File: src/rtl/dff_bank_arbiter_if.sv
`default_nettype none
// ============================================================================
// Module   : dff_bank_arbiter_if
// Brief    : Request/grant/write bus between the requesters and the shared
//            register arbiter.
// Revision : 1.0
// ============================================================================
interface dff_bank_arbiter_if #(
    parameter int N_REQ = 4,
    parameter int WIDTH = 8
);
    logic [N_REQ-1:0]       req;
    logic [N_REQ*WIDTH-1:0] wdata;
    logic [N_REQ-1:0]       gnt;
    logic [N_REQ-1:0]       ack;
    logic [WIDTH-1:0]       Q;
    logic [2:0]             owner;
    logic                   busy;

    // Requester side.
    modport master (
        output req, wdata,
        input  gnt, ack, Q, owner, busy
    );

    // Arbiter side.
    modport slave (
        input  req, wdata,
        output gnt, ack, Q, owner, busy
    );
endinterface
`default_nettype wire

File: src/rtl/dff_bank_arbiter.sv
`default_nettype none
// ============================================================================
// Module   : dff_bank_arbiter
// Brief    : Round-robin arbiter granting N_REQ requesters write access to one
//            shared WIDTH-bit register, one three-cycle transfer at a time.
// Revision : 1.0
// ============================================================================
module dff_bank_arbiter #(
    parameter int N_REQ = 4,
    parameter int WIDTH = 8
) (
    input  wire logic          clk,
    input  wire logic          rst,
    dff_bank_arbiter_if.slave  bus
);

    localparam logic [1:0] c_IDLE  = 2'd0;
    localparam logic [1:0] c_GRANT = 2'd1;
    localparam logic [1:0] c_DONE  = 2'd2;

    logic [1:0]       r_state;
    logic [2:0]       r_ptr;
    logic [2:0]       r_winner;
    logic [7:0]       w_req_pad;
    logic             w_found;
    logic [3:0]       w_idx;
    logic [2:0]       w_next;
    logic [7:0]       w_next_oh;
    logic [7:0]       w_win_oh;
    logic [WIDTH-1:0] w_wsel;

    // Padding to 8 bits lets a fixed 3-bit index address any legal N_REQ.
    assign w_req_pad = 8'(bus.req);

    // Round-robin search starting one past the previous winner.
    always_comb begin
        w_found = 1'b0;
        w_next  = '0;
        w_idx   = '0;
        for (int k = 1; k <= N_REQ; k++) begin
            w_idx = {1'b0, r_ptr} + 4'(k);
            if (w_idx >= 4'(N_REQ))
                w_idx = w_idx - 4'(N_REQ);
            if (!w_found && w_req_pad[w_idx[2:0]]) begin
                w_found = 1'b1;
                w_next  = w_idx[2:0];
            end
        end
    end

    assign w_next_oh = 8'd1 << w_next;
    assign w_win_oh  = 8'd1 << r_winner;

    always_comb begin
        w_wsel = '0;
        for (int i = 0; i < N_REQ; i++) begin
            if (r_winner == 3'(i))
                w_wsel = bus.wdata[i*WIDTH +: WIDTH];
        end
    end

    always_ff @(posedge clk) begin
        if (rst) begin
            r_state  <= c_IDLE;
            r_ptr    <= 3'(N_REQ - 1);
            r_winner <= '0;
            bus.gnt  <= '0;
            bus.ack  <= '0;
            bus.Q    <= '0;
            bus.owner <= '0;
        end else begin
            case (r_state)
                c_IDLE: begin
                    if (w_found) begin
                        r_winner <= w_next;
                        bus.gnt  <= w_next_oh[N_REQ-1:0];
                        r_state  <= c_GRANT;
                    end
                end
                c_GRANT: begin
                    // The transfer is committed: req is no longer consulted.
                    bus.Q     <= w_wsel;
                    bus.owner <= r_winner;
                    bus.ack   <= w_win_oh[N_REQ-1:0];
                    r_state   <= c_DONE;
                end
                c_DONE: begin
                    bus.gnt <= '0;
                    bus.ack <= '0;
                    r_ptr   <= r_winner;
                    r_state <= c_IDLE;
                end
                default: begin
                    bus.gnt <= '0;
                    bus.ack <= '0;
                    r_state <= c_IDLE;
                end
            endcase
        end
    end

    assign bus.busy = (r_state != c_IDLE);

endmodule
`default_nettype wire

File: src/flat_wrapper.sv
// flat-port wrapper written by rule: the top's interface ports become plain ports
module dff_bank_arbiter_flat 
#(
    parameter int N_REQ = 4,
    parameter int WIDTH = 8
)
  (clk, rst, bus_req, bus_wdata, bus_gnt, bus_ack, bus_Q, bus_owner, bus_busy);
  dff_bank_arbiter_if #(.N_REQ(N_REQ), .WIDTH(WIDTH)) bus_i ();
  input  wire logic clk;
  input  wire logic rst;
  input wire logic [$bits(bus_i.req)-1:0] bus_req;
  input wire logic [$bits(bus_i.wdata)-1:0] bus_wdata;
  output wire logic [$bits(bus_i.gnt)-1:0] bus_gnt;
  output wire logic [$bits(bus_i.ack)-1:0] bus_ack;
  output wire logic [$bits(bus_i.Q)-1:0] bus_Q;
  output wire logic [$bits(bus_i.owner)-1:0] bus_owner;
  output wire logic [$bits(bus_i.busy)-1:0] bus_busy;
  assign bus_i.req = bus_req;
  assign bus_i.wdata = bus_wdata;
  assign bus_gnt = bus_i.gnt;
  assign bus_ack = bus_i.ack;
  assign bus_Q = bus_i.Q;
  assign bus_owner = bus_i.owner;
  assign bus_busy = bus_i.busy;
  dff_bank_arbiter #(.N_REQ(N_REQ), .WIDTH(WIDTH)) u_core (.clk(clk), .rst(rst), .bus(bus_i));
endmodule
File: config.mk
export PLATFORM = sky130hd
export DESIGN_NAME = dff_bank_arbiter_flat
export DESIGN_NICKNAME = d
export VERILOG_FILES = /design/src/rtl/dff_bank_arbiter_if.sv /design/src/rtl/dff_bank_arbiter.sv /design/src/flat_wrapper.sv
export SDC_FILE = /design/constraint.sdc
export NUM_CORES = 1
export LEC_CHECK = 0
export BUFFER_PORTS_ARGS = -buffer_cell sky130_fd_sc_hd__buf_2
export CORE_MARGIN = 1.5
export CORE_UTILIZATION = 40
export DETAILED_ROUTE_END_ITERATION = 16
export PLACE_DENSITY = 0.7
export SETUP_SLACK_MARGIN = 0.3
export SYNTH_ARGS = -nofsm -noshare
export SYNTH_HDL_FRONTEND = slang
export SYNTH_SLANG_ARGS = --single-unit
File: constraint.sdc
create_clock -name clk -period 2.45 [get_ports clk]
set_clock_uncertainty 0.05 [all_clocks]
set_input_delay 0.49 -clock clk [delete_from_list [all_inputs] [get_ports clk]]
set_output_delay 0.49 -clock clk [all_outputs]
set_load 0.02 [all_outputs]
# [Word level (Yosys, flattened, before mapping)]
# Cells that the tools add are included.
[classes] bitwise_logic=1 muxes=29 n_reduce_logical=11 magnitude_cmp=8 eq_ne=6 n_addsub=8 n_shift=2
[op_table] op="8-bit 2-to-1 mux" n=4
[op_table] op="3-bit 2-to-1 mux" n=8
[op_table] op="4-bit by 3-bit greater-or-equal comparator with 1-bit output, second input constant" n=4
[op_table] op="3-bit by 4-bit < comparator with 1-bit output, second input constant" n=4
[op_table] op="4-bit case mux with 2 select lines" n=2
[op_table] op="1-bit binary-select mux with 3-bit select" n=4
[op_table] op="3-bit subtractor, second input constant" n=4
[op_table] op="3-bit by 2-bit adder with 4-bit output, second input constant" n=2
[op_table] op="1-bit 2-to-1 mux" n=8
[op_table] op="1-bit by 3-bit left shift with 4-bit output, first input constant" n=2
[op_table] op="3-bit by 2-bit equality test with 1-bit output, second input constant" n=2
[op_table] op="3-bit by 1-bit adder with 4-bit output, second input constant" n=1
[op_table] op="3-bit by 3-bit adder with 4-bit output, second input constant" n=1
[op_table] op="4-bit 2-to-1 mux" n=1
[op_table] op="2-bit case mux with 2 select lines" n=1
[op_table] op="2-bit AND reduction" n=2
[op_table] op="3-bit by 1-bit equality test with 1-bit output, second input constant" n=1
[op_table] op="1-bit logical AND" n=3
[op_table] op="1-bit zero test" n=3
[op_table] op="3-bit zero test" n=1
[op_table] op="2-bit by 1-bit equality test with 1-bit output, second input constant" n=1
[op_table] op="2-bit equality test, second input constant" n=1
[op_table] op="2-bit zero test" n=1
[op_table] op="2-bit 2-to-1 mux" n=1
[op_table] op="other kinds (3)" n=3
[word_totals] input_bits=38 ff_bits=27 out_inout_bits=20

# [Logic depth before layout (Yosys ltp)]
# Gate-level depths: netlist (run 1).
[logic_depth] ltp_word=18 ltp_mapped=9 depth_no_buf=8

# [Least setup slack after synthesis (run 1)]
# No wires, ideal clock.
[synth_timing] path_type="register -> register" start="register u_core.r_ptr[0]" end="register u_core.bus.gnt[0]" stages_incl_launch_ff=10 slack_ns=-0.105 path_buffers=1 arrival_time_ns=2.387 required_ns=2.283 setup_time_ns=0.117 cell_sequence="dfxtp_1 > buf_6 > inv_1 > ha_1 > mux4_2 > a21bo_2 > o21ai_0 > a211oi_2 > nor2_1 > a32o_2"
[synth_via] elab_chain_len=18 elab_cells_between_ends=43 classes_between="add/sub: 8; order compare: 4; eq/ne: 1; shift: 1; mux: 22; reduce/logical: 7"
[synth_rtl] item="from (decl)" line_no="dff_bank_arbiter.sv:22" text="logic [2:0] r_ptr;"
[synth_rtl] item="from (signal assigned)" line_no="dff_bank_arbiter.sv:65" text="r_ptr <= 3'(N_REQ - 1);"
[synth_rtl] item="from (signal assigned)" line_no="dff_bank_arbiter.sv:90" text="r_ptr <= r_winner;"
[synth_rtl] item="3-bit by 1-bit adder with 4-bit output" line_no="dff_bank_arbiter.sv:41" text="w_idx = {1'b0, r_ptr} + 4'(k);"
[synth_rtl] item="4-bit by 3-bit greater-or-equal comparator with 1-bit output or 3-bit subtractor (tied branches)" line_no="dff_bank_arbiter.sv:42, dff_bank_arbiter.sv:43"
[synth_rtl] item="3-bit 2-to-1 mux" line_no="dff_bank_arbiter.sv:42" text="if (w_idx >= 4'(N_REQ))"
[synth_rtl] item="1-bit binary-select mux with 3-bit select" line_no="dff_bank_arbiter.sv:44" text="if (!w_found && w_req_pad[w_idx[2:0]]) begin"
[synth_rtl] item="1-bit 2-to-1 mux (implied by the code)" line_no="dff_bank_arbiter.sv:44"
[synth_rtl] item="1-bit 2-to-1 mux" line_no="dff_bank_arbiter.sv:44"
[synth_rtl] item="1-bit zero test" line_no="dff_bank_arbiter.sv:44"
[synth_rtl] item="1-bit logical AND" line_no="dff_bank_arbiter.sv:44"
[synth_rtl] item="[2 not listed]"
[synth_rtl] item="1-bit logical AND" line_no="dff_bank_arbiter.sv:44"
[synth_rtl] item="1-bit 2-to-1 mux" line_no="dff_bank_arbiter.sv:44"
[synth_rtl] item="1-bit zero test" line_no="dff_bank_arbiter.sv:44"
[synth_rtl] item="1-bit logical AND" line_no="dff_bank_arbiter.sv:44"
[synth_rtl] item="3-bit 2-to-1 mux" line_no="dff_bank_arbiter.sv:44"
[synth_rtl] item="1-bit by 3-bit left shift with 4-bit output" line_no="dff_bank_arbiter.sv:51" text="assign w_next_oh = 8'd1 << w_next;"
[synth_rtl] item="4-bit 2-to-1 mux" line_no="dff_bank_arbiter.sv:74" text="if (w_found) begin"
[synth_rtl] item="4-bit case mux with 2 select lines" line_no="dff_bank_arbiter.sv:72" text="case (r_state)"
[synth_rtl] item="to (signal assigned)" line_no="dff_bank_arbiter.sv:76" text="bus.gnt <= w_next_oh[N_REQ-1:0];"
[synth_rtl] item="to (decl)" line_no="dff_bank_arbiter_if.sv:29" text="output gnt, ack, Q, owner, busy"
# Parallel ways exist; a longest one is shown, timed or not. The select of a mux whose other input is x is not followed.
# A chain may end at the register's enable or synchronous reset.

# [Worst setup path after layout (run 1)]
# Same ends and word-level chain as after synthesis.

==> results of run 1 <==
[cell usage after synthesis (2+ instances only)]
cell,number,area share [%]
buf_1,3,0.73
clkbuf_1,5,1.2
nand2_1,5,1.2
nor3_1,2,0.65
mux2i_1,8,5.2
a211o_1,2,1.1
nor3b_1,2,0.97
nor2_2,2,0.81
a21oi_1,2,0.65
or3_1,2,0.81
ha_1,2,1.6
a32o_2,2,1.5
a22o_1,4,2.3
nand2b_1,5,2.0
o22ai_1,2,0.81
dfxtp_1,27,35
mux4_2,10,15
o21ai_0,3,0.97
nand3_1,2,0.65
or2_2,2,0.81
a22oi_1,8,3.9
a32o_1,2,1.3
inv_1,5,1.2
nor2_1,23,5.6
[final cells by class]
class | count | area, um^2 | area share (%)
timing repair buffer | 65 | 345.3 | 17.23
clock inverter | 1 | 7.507 | 0.3745
sequential | 27 | 545.5 | 27.22
tap | 48 | 60.06 | 2.996
inverter | 5 | 21.27 | 1.061
clock buffer | 3 | 41.29 | 2.060
multi-input combinational | 110 | 983.4 | 49.06
[cells by family after synthesis]
kind of cell             synth area share (%)
adder cells (fa/ha/maj)                 1.614
multiplexers                            20.42
flip-flops                              34.87
AO/OA/AOI/OAI                           18.97
AND/OR/NAND/NOR                         19.94
buffers and inverters                   4.197
[worst max-delay path, stage by stage, from the launching register on]
cell and delay, ns:
dfxtp_4 0.37, inv_4 0.04, ha_4 0.27, mux4_2 0.51
a21bo_4 0.20, o21ai_2 0.05, a211oi_2 0.28, nor2_1 0.10
a32o_2 0.24
[power by group]
part           switching, uW  internal (uW)
Sequential              51.9            484
Combinational            231            226
Clock                    137            115
Total                    420            826
[per-stage QoR]
step / total power, uW / instance area [um^2] / setup WS (ns) / util (%)
2_1_floorplan: 863.8 / 1579 / 0.1699 / -
3_3_place_gp: 977.2 / 1902 / 0.2543 / 51.56
3_5_place_dp: 983.6 / 1902 / 0.2256 / 51.56
4_1_cts: 1246 / 1981 / 0.2464 / 53.70
5_1_grt: 1321 / 2004 / 0.1439 / 54.34
6_report: 1246 / 2004 / 0.2316 / 54.34
[registers in the layout (all words and copies together) (netlist names)]
register,cells
u_core.bus.owner,3
u_core.bus.ack,4
u_core.r_state,2
u_core.r_ptr,3
u_core.r_winner,3
u_core.bus.Q,8
u_core.bus.gnt,4
[final timing paths]
path                                                      from                              to  slack, ns  depth (start not counted)
worst min-delay path            u_core.bus.ack[3]$_SDFFE_PP0N_  u_core.bus.ack[3]$_SDFFE_PP0N_       0.42                          1
worst max register to register    u_core.r_ptr[0]$_SDFFE_PP1N_  u_core.bus.gnt[0]$_SDFFE_PP0P_       0.23                          8
worst max-delay path              u_core.r_ptr[0]$_SDFFE_PP1N_  u_core.bus.gnt[0]$_SDFFE_PP0P_       0.23                          8
worst min register to register  u_core.bus.ack[3]$_SDFFE_PP0N_  u_core.bus.ack[3]$_SDFFE_PP0N_       0.42                          1
[timing repair]
item,4_1_cts,5_1_grt
cloned,0,0
pin swaps,6,1
buffers inserted,3,1
hold endpoints to repair,0,0
gates resized for setup,3,3
setup endpoints to repair,6,7
[per-layer routing]
layer / vias up / GRT usage [%] / share of wire, %
li1: 696 / - / -
met1: 702 / 21.26 / 44
met2: 42 / 31.51 / 51
met3: 4 / 3.767 / 4.5
met4: 0 / 3.906 / 1.0
met5: - / 0 / 0
==> summary.txt, run 1 <==
Drt
  • 1st-pass router iterations: 4
  • DRC: 0
  • Initial drt markers: 18
  • Vias per std cell: ~5.6
  • Vias post-DR: approximately 1,400
  • DRT antenna net count: 0
  • Wire per inst: 13.66 um
  • Routed WL: 3.539 mm

Placed design
  • Port bufs: between 50 and 60
  • Total placed cells including tap cells: 251
  • Routability cong.: just under 0.9
  • Hpwl dp: around 2.7 mm

Cells and area
  • Commonest non-fill, non-tap cells in the layout: buf_2, dfxtp_1, nor2_1
  • Layout Cells excl Fill: approximately 260
  • FILL cells: roughly 370
  • Commonest non-fill, non-tap cell in the layout: buf_2
  • Area grow syn2layout: 29.30%
  • Ratio of cells with drive above 1 in the final layout: between 40% and 50%
  • Antenna diode count: 0
  • Final Net Count: 252

Critical path
  • CP Class: reg2reg
  • Worst Path Required: around 2.6 ns
  • Critical-path maximum fanout: 3
  • Critical path capture point type: flop
  • CP Launch Type: flop
  • CP arrival: approximately 2.3 ns

Floorplanning
  • Row count: 22
  • DIE AREA: 0.004258 mm^2
  • Core region area: between 0.003 and 0.004 mm^2
  • Starting Density: a little over two fifths
  • Die width: about 65 um
  • Die Span Y: ~65 um
  • IO Pins: 58

Logic synthesis
  • Post-Synthesis Cells: 152
  • Sequential share of the synthesized area: between 30% and 40%
  • Yosys cell types: 46
  • Asr flop ratio synth: 0%
  • Number of synthesized flops with an enable pin: 0
  • Mapped Nets: 192
  • YS warnings: 0
  • Mapped cell area: roughly 0.0016 mm^2
  • Synth Register Bits: 27
  • Post-synth top flop: dfxtp_1
  • Synth Area per Inst: between 10 and 15 um^2

STA
  • Tcrit/Tclk final: between 90 and 100%
  • RSZ-0062 raised after global routing: yes
  • Worst Max-Slew Pin Slew: 0.5522 ns
  • Slew Limit Fails: 0
  • Minimum clock period: around 2.2 ns
  • Min Hold Slack: 0.4239 ns
  • Max Fclk: 0.4508 GHz
  • Setup TNS Final: 0 ns
  • Final hold vios: 0
  • Finish-stage setup viols: 0
  • Worst rel slew slack: between 60% and 70%

Status
  • Outcome: finished clean

Clock tree
  • Hold Buf Count CTS: 0
  • Skew-Pair Late Insertion Delay: between 0.2 and 0.3 ns
  • Reg clk slew, reported paths: about 0.090 ns
  • CTS max path bufs: 2
  • Total CTS buffers: 3
  • CTS sink count: 27
  • H-tree levels: 1
  • CTS tree: yes
  • CTS root buf: clkbuf_8

Global route
  • Grt total ovfl: 0
  • Gr usage total: 17.48%
  • Maximum number of pins on one net before global-route repair: 25
  • First-pass GRT wire length: slightly below 6 mm
  • Antenna violations before repair: 0
  • Vias in the first global route: 1,391

Flow run
  • Max-Cap Viols: 0

Hold path
  • Hold Path Class: reg2reg

Pwr
  • Peak VDD IR: 0.0003575 V
  • Power per Cell Area: between 600 and 700 mW/mm^2
  • Leakage: 0.0009321 uW
(Power assumes the default switching activity.)
==> inputs of run 2 (changes only) <==
--- a/config.mk
+++ b/config.mk
@@ -7,3 +7,2 @@
 export LEC_CHECK = 0
-export BUFFER_PORTS_ARGS = -buffer_cell sky130_fd_sc_hd__buf_2
 export CORE_MARGIN = 1.5
@@ -11,4 +10,4 @@
 export DETAILED_ROUTE_END_ITERATION = 16
-export PLACE_DENSITY = 0.7
-export SETUP_SLACK_MARGIN = 0.3
+export DONT_BUFFER_PORTS = 1
+export SETUP_SLACK_MARGIN = 0.5
 export SYNTH_ARGS = -nofsm -noshare
--- a/constraint.sdc
+++ b/constraint.sdc
@@ -4,2 +4,2 @@
 set_output_delay 0.49 -clock clk [all_outputs]
-set_load 0.02 [all_outputs]
+set_load 0.1 [all_outputs]
==> run 2 against run 1 <==
Worst hold slack worse by 0.19 ns. Flip-flop and latch count unchanged. Non-clock buffer count is 38 lower. Fmax is 0.32% higher. Critical path depth stayed put. Worst setup slack improved by 0.0072 ns. Sequential power about the same. Final area shrank 7.4%. Via count fell by 11%. Critical path type unchanged. Critical endpoint is now u_core.bus.gnt[2]$_SDFFE_PP0P_.
==> summary.txt, run 2 (synthesis gave the netlist of run 1 again) <==
Drt
  • Wire per inst: 16.30 um (+19%)
  • Vias per std cell: 5.819 (+4.4%)
  • DRT antenna net count: 0 (unchanged)
  • Vias post-DR: 1,286 (-11%)
  • DRC: 0 (unchanged)
  • Initial drt markers: 61 (+43)
  • Routed WL: 3.602 mm (+1.8%)
  • 1st-pass router iterations: 4 (unchanged)

Critical path
  • Worst reg2reg path startpoint: u_core.r_ptr[0]$_SDFFE_PP1N_
  • Worst path buffer plus inverter count: 1 (unchanged)
  • CP arrival: 2.38 ns (+0.04 ns)
  • Worst Path Required: 2.61 ns (+0.04 ns)
  • RR Endpoint: u_core.bus.gnt[2]$_SDFFE_PP0P_
  • CP Launch Type: flop
  • R2R setup slack: 0.24 ns (about the same)
  • Worst reg2reg path depth: 8 (unchanged)
  • Critical path capture point type: flop
  • Max stage delay on crit path: 0.51 ns (about the same)
  • CP max-delay cell: mux4_2
  • Worst path top cell family by delay: simple AND/OR/NAND/NOR gates
  • Critical-path maximum fanout: 4 (+1)
  • CP Class: reg2reg
  • Sequence of cells on the critical path: inv_4, ha_4, mux4_2, a21boi_4, nor4b_4, nor2_2, nor3_4, a22o_1

Global route
  • Grt total ovfl: 0 (unchanged)
  • Gr usage total: 17.10% (-0.37 points)
  • First-pass GRT wire length: 5.623 mm (-5.1%)
  • Maximum number of pins on one net before global-route repair: 25 (unchanged)
  • Antenna violations before repair: 0 (unchanged)
  • Vias in the first global route: 1,220 (-12%)

Cells and area
  • Commonest non-fill, non-tap cells in the layout: buf_4, dfxtp_1, nor2_1
  • Top reg by flops: u_core.bus.Q
  • Ratio of cells with drive above 1 in the final layout: 36.99% (-12 points)
  • FILL cells: 359 (-2.4%)
  • Antenna diode count: 0 (unchanged)
  • Final Net Count: 214 (-15%)
  • Biggest regs: u_core.bus.Q x8, u_core.bus.ack x4, u_core.bus.gnt x4
  • Area grow syn2layout: 19.69%
  • Commonest non-fill, non-tap cell in the layout: buf_4
  • Max reg flops: 8 (unchanged)

Clock tree
  • CTS sink count: 27 (unchanged)
  • CTS tree: yes
  • Reg clk slew, reported paths: 0.08 ns (about the same)
  • CTS root buf: clkbuf_8
  • H-tree levels: 1 (unchanged)
  • Total CTS buffers: 3 (unchanged)
  • CTS max path bufs: 2 (unchanged)
  • Skew-Pair Late Insertion Delay: 0.26 ns (about the same)

Floorplanning
  • Core region area: 0.003689 mm^2 (unchanged)
  • DIE AREA: 0.004258 mm^2 (unchanged)
  • Row count: 22 (unchanged)
  • Die Span Y: 65.26 um (unchanged)
  • Starting Density: 42.03% (unchanged)
  • Die width: 65.26 um (unchanged)
  • IO Pins: 58 (unchanged)

STA
  • Min Hold Slack: 0.2357 ns (-0.1882 ns)
  • Max Fclk: 0.4522 GHz (+0.32%)
  • Setup TNS Final: 0 ns (unchanged)
  • Slew Limit Fails: 0 (unchanged)
  • Worst Max-Slew Pin Slew: 0.7508 ns (+0.1986 ns)
  • Minimum clock period: 2.211 ns (-0.007180 ns)
  • Final hold vios: 0 (unchanged)
  • Tcrit/Tclk final: 90.26% (-0.29 points)
  • Worst rel slew slack: 49.88% (-13 points)
  • RSZ-0062 raised after global routing: yes
  • Finish-stage setup viols: 0 (unchanged)

Pwr
  • Peak VDD IR: 0.0004386 V (+23%)
  • Power per Cell Area: 763.0 mW/mm^2 (+23%)
  • Leakage: 0.0007797 uW (-16%)

Flow run
  • Max-Cap Viols: 0 (unchanged)

Hold path
  • Hold Path Depth: 1 (unchanged)
  • Hold Path Class: in2reg
  • Hold path startpoint: rst
  • End of the worst hold path: u_core.r_state[0]$_SDFFE_PP0P_

Placed design
  • Port bufs: 0 (-100%)
  • Routability cong.: 0.8639 (-2.0%)
  • Hpwl dp: 2.742 mm (+0.45%)

Status
  • Outcome: finished clean
[run 2: changes by cell type in the layout (fill, tap and decap cells not counted), sizes merged]
| cell | previous run | this run |
|---|---|---|
| clkinvlp | 1 | 0 |
| buf | 65 | 27 |
| clkbuf | 3 | 4 |
[run 2: worst max path at each step]
stage | start | to | cells past startpoint
6_report | u_core.r_ptr[0]$_SDFFE_PP1N_ | u_core.bus.gnt[2]$_SDFFE_PP0P_ | 8
5_1_grt | u_core.r_ptr[0]$_SDFFE_PP1N_ | u_core.bus.gnt[3]$_SDFFE_PP0P_ | 8
4_1_cts | u_core.r_ptr[0]$_SDFFE_PP1N_ | u_core.bus.gnt[2]$_SDFFE_PP0P_ | 8
3_5_place_dp | u_core.r_ptr[1]$_SDFFE_PP1N_ | u_core.bus.gnt[0]$_SDFFE_PP0P_ | 8
3_3_place_gp | u_core.r_ptr[1]$_SDFFE_PP1N_ | u_core.bus.gnt[0]$_SDFFE_PP0P_ | 8
2_1_floorplan | u_core.r_ptr[0]$_SDFFE_PP1N_ | u_core.bus.gnt[0]$_SDFFE_PP0P_ | 9
[run 2: timing repair]
action	CTS	global route
gates cloned	0	0
pin swaps	7	2
buffers inserted	3	2
hold buffers	0	0
endpoints found under the setup margin	8	8
gates resized for setup	4	2
[run 2: area by class of cell]
type,instances,area (um^2),area share [%]
Sequential cell,27,545.5,29.40
Timing Repair Buffer,27,206.4,11.13
Tap cell,48,60.06,3.237
Multi-Input combinational cell,110,977.2,52.66
Inverter,5,21.27,1.146
Clock buffer,4,45.04,2.428
[run 2: metrics by stage]
stage | utilization [%] | instance area [um^2] | total power (uW) | setup WS [ns] | std cells
4_1_cts | 49.66 | 1832 | 1425 | 0.2411 | 219
2_1_floorplan | - | 1580 | 1073 | 0.1687 | 152
5_1_grt | 50.31 | 1856 | 1486 | 0.1440 | 221
3_5_place_dp | 47.49 | 1752 | 1171 | 0.2255 | 212
3_3_place_gp | 47.49 | 1752 | 1160 | 0.2616 | 212
6_report | 50.31 | 1856 | 1416 | 0.2387 | 221
[run 2: power breakdown]
group | internal (uW) | switching (uW)
clock network | 116 | 123
logic | 219 | 423
registers | 484 | 51.2
total | 819 | 597
[run 2: per-layer routing]
layer | global-route usage [%] | up-vias | part of all wire, %
met1 | 22.44 | 636 | 44
met5 | 0 | - | 0
met3 | 4.966 | 0 | 5.9
met2 | 28.70 | 34 | 50
met4 | 2.344 | 0 | 0
li1 | - | 616 | -
